[src/rtl/alu_ctrl_pkg.sv]
// alu_ctrl_pkg: shared encodings for the EX-stage ALU control unit.
//   - ALUOp encodings from the main decoder
//   - 4-bit ALU Operation codes (RV32I + RV32M)
//   - funct3 constants for base and M-extension groups
//   - latency-class enum, FSM state enum and small decode helpers
package alu_ctrl_pkg;

  localparam logic [1:0] ALUOP_MEM = 2'b00;  // load/store address add
  localparam logic [1:0] ALUOP_BR  = 2'b01;  // branch compare subtract
  localparam logic [1:0] ALUOP_R   = 2'b10;  // register-register
  localparam logic [1:0] ALUOP_I   = 2'b11;  // register-immediate

  localparam logic [3:0] OP_AND  = 4'b0000;
  localparam logic [3:0] OP_OR   = 4'b0001;
  localparam logic [3:0] OP_ADD  = 4'b0010;
  localparam logic [3:0] OP_XOR  = 4'b0011;
  localparam logic [3:0] OP_SLL  = 4'b0100;
  localparam logic [3:0] OP_SRL  = 4'b0101;
  localparam logic [3:0] OP_SUB  = 4'b0110;
  localparam logic [3:0] OP_SRA  = 4'b0111;
  localparam logic [3:0] OP_SLT  = 4'b1000;
  localparam logic [3:0] OP_SLTU = 4'b1001;
  localparam logic [3:0] OP_MUL  = 4'b1010;
  localparam logic [3:0] OP_MULH = 4'b1011;
  localparam logic [3:0] OP_DIV  = 4'b1100;
  localparam logic [3:0] OP_DIVU = 4'b1101;
  localparam logic [3:0] OP_REM  = 4'b1110;
  localparam logic [3:0] OP_REMU = 4'b1111;

  // Base integer group
  localparam logic [2:0] F3_ADD_SUB = 3'b000;
  localparam logic [2:0] F3_SLL     = 3'b001;
  localparam logic [2:0] F3_SLT     = 3'b010;
  localparam logic [2:0] F3_SLTU    = 3'b011;
  localparam logic [2:0] F3_XOR     = 3'b100;
  localparam logic [2:0] F3_SRL_SRA = 3'b101;
  localparam logic [2:0] F3_OR      = 3'b110;
  localparam logic [2:0] F3_AND     = 3'b111;

  // M-extension group
  localparam logic [2:0] F3_MUL    = 3'b000;
  localparam logic [2:0] F3_MULH   = 3'b001;
  localparam logic [2:0] F3_MULHSU = 3'b010;
  localparam logic [2:0] F3_MULHU  = 3'b011;
  localparam logic [2:0] F3_DIV    = 3'b100;
  localparam logic [2:0] F3_DIVU   = 3'b101;
  localparam logic [2:0] F3_REM    = 3'b110;
  localparam logic [2:0] F3_REMU   = 3'b111;

  typedef enum logic [1:0] {
    LC_NONE = 2'd0,
    LC_MUL  = 2'd1,
    LC_DIV  = 2'd2
  } lat_class_e;

  typedef enum logic {
    ST_IDLE = 1'b0,
    ST_BUSY = 1'b1
  } state_e;

  // Base-group op for a funct3, with funct7_5 treated as 0 (ADD, SRL).
  function automatic logic [3:0] base_op(input logic [2:0] f3);
    logic [3:0] op;
    case (f3)
      F3_ADD_SUB: op = OP_ADD;
      F3_SLL:     op = OP_SLL;
      F3_SLT:     op = OP_SLT;
      F3_SLTU:    op = OP_SLTU;
      F3_XOR:     op = OP_XOR;
      F3_SRL_SRA: op = OP_SRL;
      F3_OR:      op = OP_OR;
      default:    op = OP_AND;
    endcase
    return op;
  endfunction

  function automatic lat_class_e op_lat_class(input logic [3:0] op);
    lat_class_e c;
    case (op)
      OP_MUL, OP_MULH:                   c = LC_MUL;
      OP_DIV, OP_DIVU, OP_REM, OP_REMU:  c = LC_DIV;
      default:                           c = LC_NONE;
    endcase
    return c;
  endfunction

  function automatic logic is_multicycle(input lat_class_e c);
    return c != LC_NONE;
  endfunction

endpackage

[src/rtl/alu_op_decode.sv]
// alu_op_decode: combinational ALU control decode.
//   ALUOp, funct3, funct7_5, funct7_0 -> op (4-bit Operation code),
//   illegal (unsupported encoding), mc_class (latency class of op).
//   EN_M parameter enables the RV32M group.
//   An illegal encoding always yields op=ADD and mc_class=LC_NONE.
module alu_op_decode
  import alu_ctrl_pkg::*;
#(
  parameter bit EN_M = 1'b1
) (
  input  logic [1:0]  ALUOp,
  input  logic [2:0]  funct3,
  input  logic        funct7_5,
  input  logic        funct7_0,
  output logic [3:0]  op,
  output logic        illegal,
  output lat_class_e  mc_class
);

  always_comb begin
    op      = OP_ADD;
    illegal = 1'b0;
    case (ALUOp)
      ALUOP_MEM: op = OP_ADD;
      ALUOP_BR:  op = OP_SUB;
      ALUOP_R: begin
        if (funct7_0) begin
          if (!EN_M) begin
            illegal = 1'b1;
          end else begin
            case (funct3)
              F3_MUL:  op = OP_MUL;
              F3_MULH: op = OP_MULH;
              F3_DIV:  op = OP_DIV;
              F3_DIVU: op = OP_DIVU;
              F3_REM:  op = OP_REM;
              F3_REMU: op = OP_REMU;
              default: illegal = 1'b1;  // MULHSU / MULHU unsupported
            endcase
          end
        end else begin
          case (funct3)
            F3_ADD_SUB: op = funct7_5 ? OP_SUB : OP_ADD;
            F3_SRL_SRA: op = funct7_5 ? OP_SRA : OP_SRL;
            default: begin
              op      = base_op(funct3);
              illegal = funct7_5;
            end
          endcase
        end
      end
      default: begin  // ALUOP_I: funct7_0 is immediate data
        case (funct3)
          F3_ADD_SUB: op = OP_ADD;
          F3_SRL_SRA: op = funct7_5 ? OP_SRA : OP_SRL;
          F3_SLL: begin
            op      = OP_SLL;
            illegal = funct7_5;
          end
          default: op = base_op(funct3);
        endcase
      end
    endcase

    if (illegal) op = OP_ADD;
    mc_class = illegal ? LC_NONE : op_lat_class(op);
  end

endmodule

[src/rtl/alu_ctrl_seq.sv]
// alu_ctrl_seq: registered ALU control decoder with MUL/DIV sequencing.
//   clk, reset      rising-edge clock, async active-high reset
//   in_valid/in_ready  request handshake (accept = in_valid & in_ready & !flush)
//   ALUOp, funct3, funct7_5, funct7_0  instruction fields
//   flush           kills any in-flight multi-cycle op, drops same-cycle request
//   out_valid       one-cycle pulse after each accept
//   Operation, illegal, mc_start  decode results, held between out_valid pulses
//   busy            multi-cycle op occupying the unit
//   mc_done         pulse in the final cycle of a multi-cycle op
module alu_ctrl_seq
  import alu_ctrl_pkg::*;
#(
  parameter bit          EN_M    = 1'b1,
  parameter int unsigned MUL_LAT = 3,
  parameter int unsigned DIV_LAT = 33
) (
  input  logic       clk,
  input  logic       reset,
  input  logic       in_valid,
  output logic       in_ready,
  input  logic [1:0] ALUOp,
  input  logic [2:0] funct3,
  input  logic       funct7_5,
  input  logic       funct7_0,
  input  logic       flush,
  output logic       out_valid,
  output logic [3:0] Operation,
  output logic       illegal,
  output logic       mc_start,
  output logic       busy,
  output logic       mc_done
);

  localparam int unsigned CNT_W = $clog2(DIV_LAT + 1);
  localparam logic [CNT_W-1:0] MUL_LOAD = CNT_W'(MUL_LAT - 1);
  localparam logic [CNT_W-1:0] DIV_LOAD = CNT_W'(DIV_LAT - 1);

  state_e           state;
  logic [CNT_W-1:0] cnt;
  logic             cnt_zero;
  logic             accept;

  logic [3:0]  dec_op;
  logic        dec_illegal;
  lat_class_e  dec_class;

  alu_op_decode #(.EN_M(EN_M)) u_decode (
    .ALUOp    (ALUOp),
    .funct3   (funct3),
    .funct7_5 (funct7_5),
    .funct7_0 (funct7_0),
    .op       (dec_op),
    .illegal  (dec_illegal),
    .mc_class (dec_class)
  );

  // busy/mc_done/in_ready are pure decodes of the state and counter
  // registers, so they still change only on clock or reset.
  assign cnt_zero = (cnt == '0);
  assign busy     = (state == ST_BUSY);
  assign mc_done  = (state == ST_BUSY) && cnt_zero;
  assign in_ready = (state == ST_IDLE) || cnt_zero;
  assign accept   = in_valid && in_ready && !flush;

  always_ff @(posedge clk or posedge reset) begin
    if (reset) begin
      state     <= ST_IDLE;
      cnt       <= '0;
      out_valid <= 1'b0;
      Operation <= '0;
      illegal   <= 1'b0;
      mc_start  <= 1'b0;
    end else begin
      out_valid <= accept;
      if (accept) begin
        Operation <= dec_op;
        illegal   <= dec_illegal;
        mc_start  <= is_multicycle(dec_class);
      end

      if (flush) begin
        state <= ST_IDLE;
        cnt   <= '0;
      end else if (accept && dec_class == LC_MUL) begin
        state <= ST_BUSY;
        cnt   <= MUL_LOAD;
      end else if (accept && dec_class == LC_DIV) begin
        state <= ST_BUSY;
        cnt   <= DIV_LOAD;
      end else if (state == ST_BUSY) begin
        // Final cycle with no multi-cycle follow-on returns to idle.
        if (cnt_zero) state <= ST_IDLE;
        else          cnt   <= cnt - CNT_W'(1);
      end
    end
  end

endmodule

[config.mk]
export PLATFORM = sky130hd
export DESIGN_NAME = alu_ctrl_seq
export DESIGN_NICKNAME = d
export VERILOG_FILES = /design/src/rtl/alu_ctrl_pkg.sv /design/src/rtl/alu_op_decode.sv /design/src/rtl/alu_ctrl_seq.sv
export SDC_FILE = /design/constraint.sdc
export NUM_CORES = 1
export LEC_CHECK = 0
export ABC_AREA = 1
export BUFFER_PORTS_ARGS = -buffer_cell sky130_fd_sc_hd__buf_2
export CORE_MARGIN = 3
export CORE_UTILIZATION = 56
export DETAILED_ROUTE_END_ITERATION = 8
export PLACE_DENSITY = 0.91
export SLEW_MARGIN = 20
export SYNTH_ARGS = -nofsm -noshare
export SYNTH_HDL_FRONTEND = slang
export SYNTH_SLANG_ARGS = --single-unit
[constraint.sdc]
create_clock -name clk -period 3.3 [get_ports clk]
set_input_delay 0.33 -clock clk [delete_from_list [all_inputs] [get_ports clk]]
set_output_delay 0.33 -clock clk [all_outputs]
set_load 0.01 [all_outputs]
==> results.sh <==
export IMPL_run_status="complete, no violations"
export IMPL_power_share_combinational_pct=27.6
export IMPL_dpl_instance_area_mm2=0.00108
export IMPL_synth_area_um2=961
export IMPL_crit_fanout=7
export IMPL_worst_pin_slew_ps=498
export IMPL_drv_slew=0
export IMPL_cellPowerDensity_mw_per_mm2=360
export IMPL_min_period_over_period_pct=52.3
export IMPL_hold_viol_final=0
export IMPL_clk_latency_ps=280
export IMPL_fillers=116
export IMPL_cts_root_buf="clkbuf_4"
export IMPL_ios=21
export IMPL_initial_core_util_pct=61.6
export IMPL_p_leak_uw=0.000639
export IMPL_required_ps=3470
export IMPL_setup_viol=0
export IMPL_antenna_found_initial=0
export IMPL_htreeDepth=1
export IMPL_die_w_um=47.4
export IMPL_clockBufferDepth=2
export IMPL_cts_tree="yes"
export IMPL_dominantRegCellSynth="dfrtp_1"
export IMPL_grt_setup_unrepaired="false"
export IMPL_wirelength_um=2000
export IMPL_ys_warn_count=0
export IMPL_ant_nets=0
export IMPL_relSlewSlack_pct=66.7
export IMPL_rows=14
export IMPL_drive_gt1_share_pct=27.3
export IMPL_antenna_cells=0
export IMPL_pre_cts_ws_ps=1590
export IMPL_max_freq_ghz=0.579
export IMPL_routedWlPerCell_um=11.8
export IMPL_drtIter0Drc=27
export IMPL_swShare_pct=32.3
export IMPL_hp_class="in2async"
export IMPL_grt_pass1_wl_um=3370
export IMPL_cp_arrival_ps=1900
export IMPL_syn_inst=131
export IMPL_p_switching_uw=128
export IMPL_min_period_ps=1730
export IMPL_async_reset_ff_share_pct=100
export IMPL_dpl_hpwl_um=1670
export IMPL_seq_area_frac_synth_pct=36.5
export IMPL_fin_area_mm2=0.00110
export IMPL_nets=169
export IMPL_fin_skew_ps=4.37
export IMPL_ctsHoldBuffers=0
export IMPL_synth_avg_cell_area_um2=7.34
export IMPL_drt_pre_antenna_iters=4
export IMPL_grt_pass1_vias=807
export IMPL_synthesis_nets=144
export IMPL_start_kind="flop"
export IMPL_drc_errors=0
export IMPL_cts_resized_gates=0
export IMPL_synth_common_cells="nand2_1, inv_1, dfrtp_1"
export IMPL_yosysTopAreaCell="dfrtp_1"
export IMPL_cp_end_kind="flop"
export IMPL_fin_ws_ps=1570
export IMPL_r2r_cells=11
export IMPL_setup_tns_ps=0
export IMPL_ys_types=24
export IMPL_vdd_drop_max_uv=241
export IMPL_gp_congestion=0.944
export IMPL_grt_overflow=0
export IMPL_maxCapViolCount=0
export IMPL_p_int_uw=269
export IMPL_die_area_mm2=0.00225
export IMPL_grt_max_degree=15
export IMPL_clock_sinks=14
export IMPL_area_delta_synth_final_pct=14.8
export IMPL_worst_setup_path_type="reg2reg"
export IMPL_synth_edf_count=0
export IMPL_grt_usage_pct=21.3
export IMPL_clkPwrFrac_pct=23.8
export IMPL_p_total_uw=397
export IMPL_vias_per_cell=5.26
export IMPL_seqPwrFrac_pct=48.6
export IMPL_clk_pin_slew_ps=80
export IMPL_synth_top_area_share_pct=36.5
export IMPL_fp_dieH_um=47.4
export IMPL_core_area_mm2=0.00156
export IMPL_vias=895
export IMPL_portBuffers=20
export IMPL_utilization_pct=70.8
export IMPL_ys_top_cells_by_area="dfrtp_1, nand2_1, inv_1"
export IMPL_cts_buffers=3
export IMPL_synth_most_common_cell="nand2_1"
export IMPL_postCtsSetupRepairBufs=0
export IMPL_ys_ff_latch=14
critical path, cell delays in order, from the launching register on:
cell and delay, ps:
dfrtp_1 360, inv_1 120, ha_1 190, nand3_2 120, nand2_4 110, nand3_4 120
nor2_2 210, nand3_4 130, nand3_2 120, inv_2 40, nand2_1 50, nand2_1 50
cells by family (layout without fill, tap and decap cells):
| logic type | count (synthesis) | after routing | share of synthesized area (%) |
|---|---|---|---|
| flip-flops | 14 | 14 | 36.5 |
| XOR/XNOR | 4 | 4 | 3.65 |
| adder cells (fa/ha/maj) | 2 | 2 | 2.60 |
| buffers and inverters | 20 | 43 | 7.81 |
| AO/OA/AOI/OAI | 13 | 13 | 8.33 |
| AND/OR/NAND/NOR | 78 | 78 | 41.1 |
placed cells by master, fill, tap and decap left out:
master     instances
nor3_1             4
nor2_1            13
nand4_1            1
xnor2_1            2
inv_2              4
nand3_4            3
nand2_2            2
ha_1               2
o21ai_1            2
inv_1             16
dfrtp_1           14
clkbuf_4           3
o21ai_0            3
a22o_2             1
nand3_2            2
a21oi_2            1
xor2_1             2
a21boi_1           1
o2111ai_1          1
nand2_1           38
nor2_2             4
buf_2             20
a21oi_1            4
nor2_4             1
nand3_1            9
nand2_4            1
worst paths after layout:
path	from	slack (ps)	to
max	cnt[0]$_DFFE_PP0P_	1570	cnt[5]$_DFFE_PP0P_
min	reset	60	busy$_DFF_PP0_
max reg2reg	cnt[0]$_DFFE_PP0P_	1570	cnt[5]$_DFFE_PP0P_
min reg2reg	Operation[3]$_DFFE_PP0P_	500	Operation[3]$_DFFE_PP0P_
max in group asynchronous	reset	2900	cnt[5]$_DFFE_PP0P_
min in group clk	flush	260	cnt[3]$_DFFE_PP0P_
final cells by class:
cell class	instances	area, um^2	share of cell area, %
inverters	20	75.1	6.80
multi-input cells	97	536	48.5
flip-flops and latches	14	350	31.7
clock buffers	3	22.5	2.04
well taps	16	20.0	1.81
repair buffers	20	100	9.07
metal layers:
metal | track usage [%] | vias up | wire (um) | share of wire, %
met2 | 31.0 | 35 | 886 | 44
met4 | 7.73 | 0 | 32 | 1.6
li1 | - | 469 | - | -
met1 | 30.5 | 387 | 961 | 48
met5 | 0 | - | 0 | 0
met3 | 4.89 | 4 | 117 | 5.9
metrics by stage:
step / hold slack (ps) / instances
2_1_floorplan: 219 / 131
3_3_place_gp: 372 / 167
3_5_place_dp: 385 / 167
4_1_cts: 86.1 / 170
5_1_grt: 108 / 170
6_report: 60.9 / 170
power by group through the flow:
| stage | clock, uW | sequential (uW) | combinational [uW] |
|---|---|---|---|
| after global routing | 104 | 195 | 124 |
| after detailed placement | 0 | 197 | 109 |
| after global placement | 0 | 196 | 105 |
| final | 94.5 | 193 | 109 |
| after CTS | 96.5 | 193 | 110 |
| after floorplan | 0 | 201 | 67.7 |
sequential cells by signal, indices dropped and copies added (netlist names):
name	cells
mc_start	1
illegal	1
busy	1
cnt	6
Operation	4
out_valid	1
No activity file was read; power rests on OpenSTA's default activity.
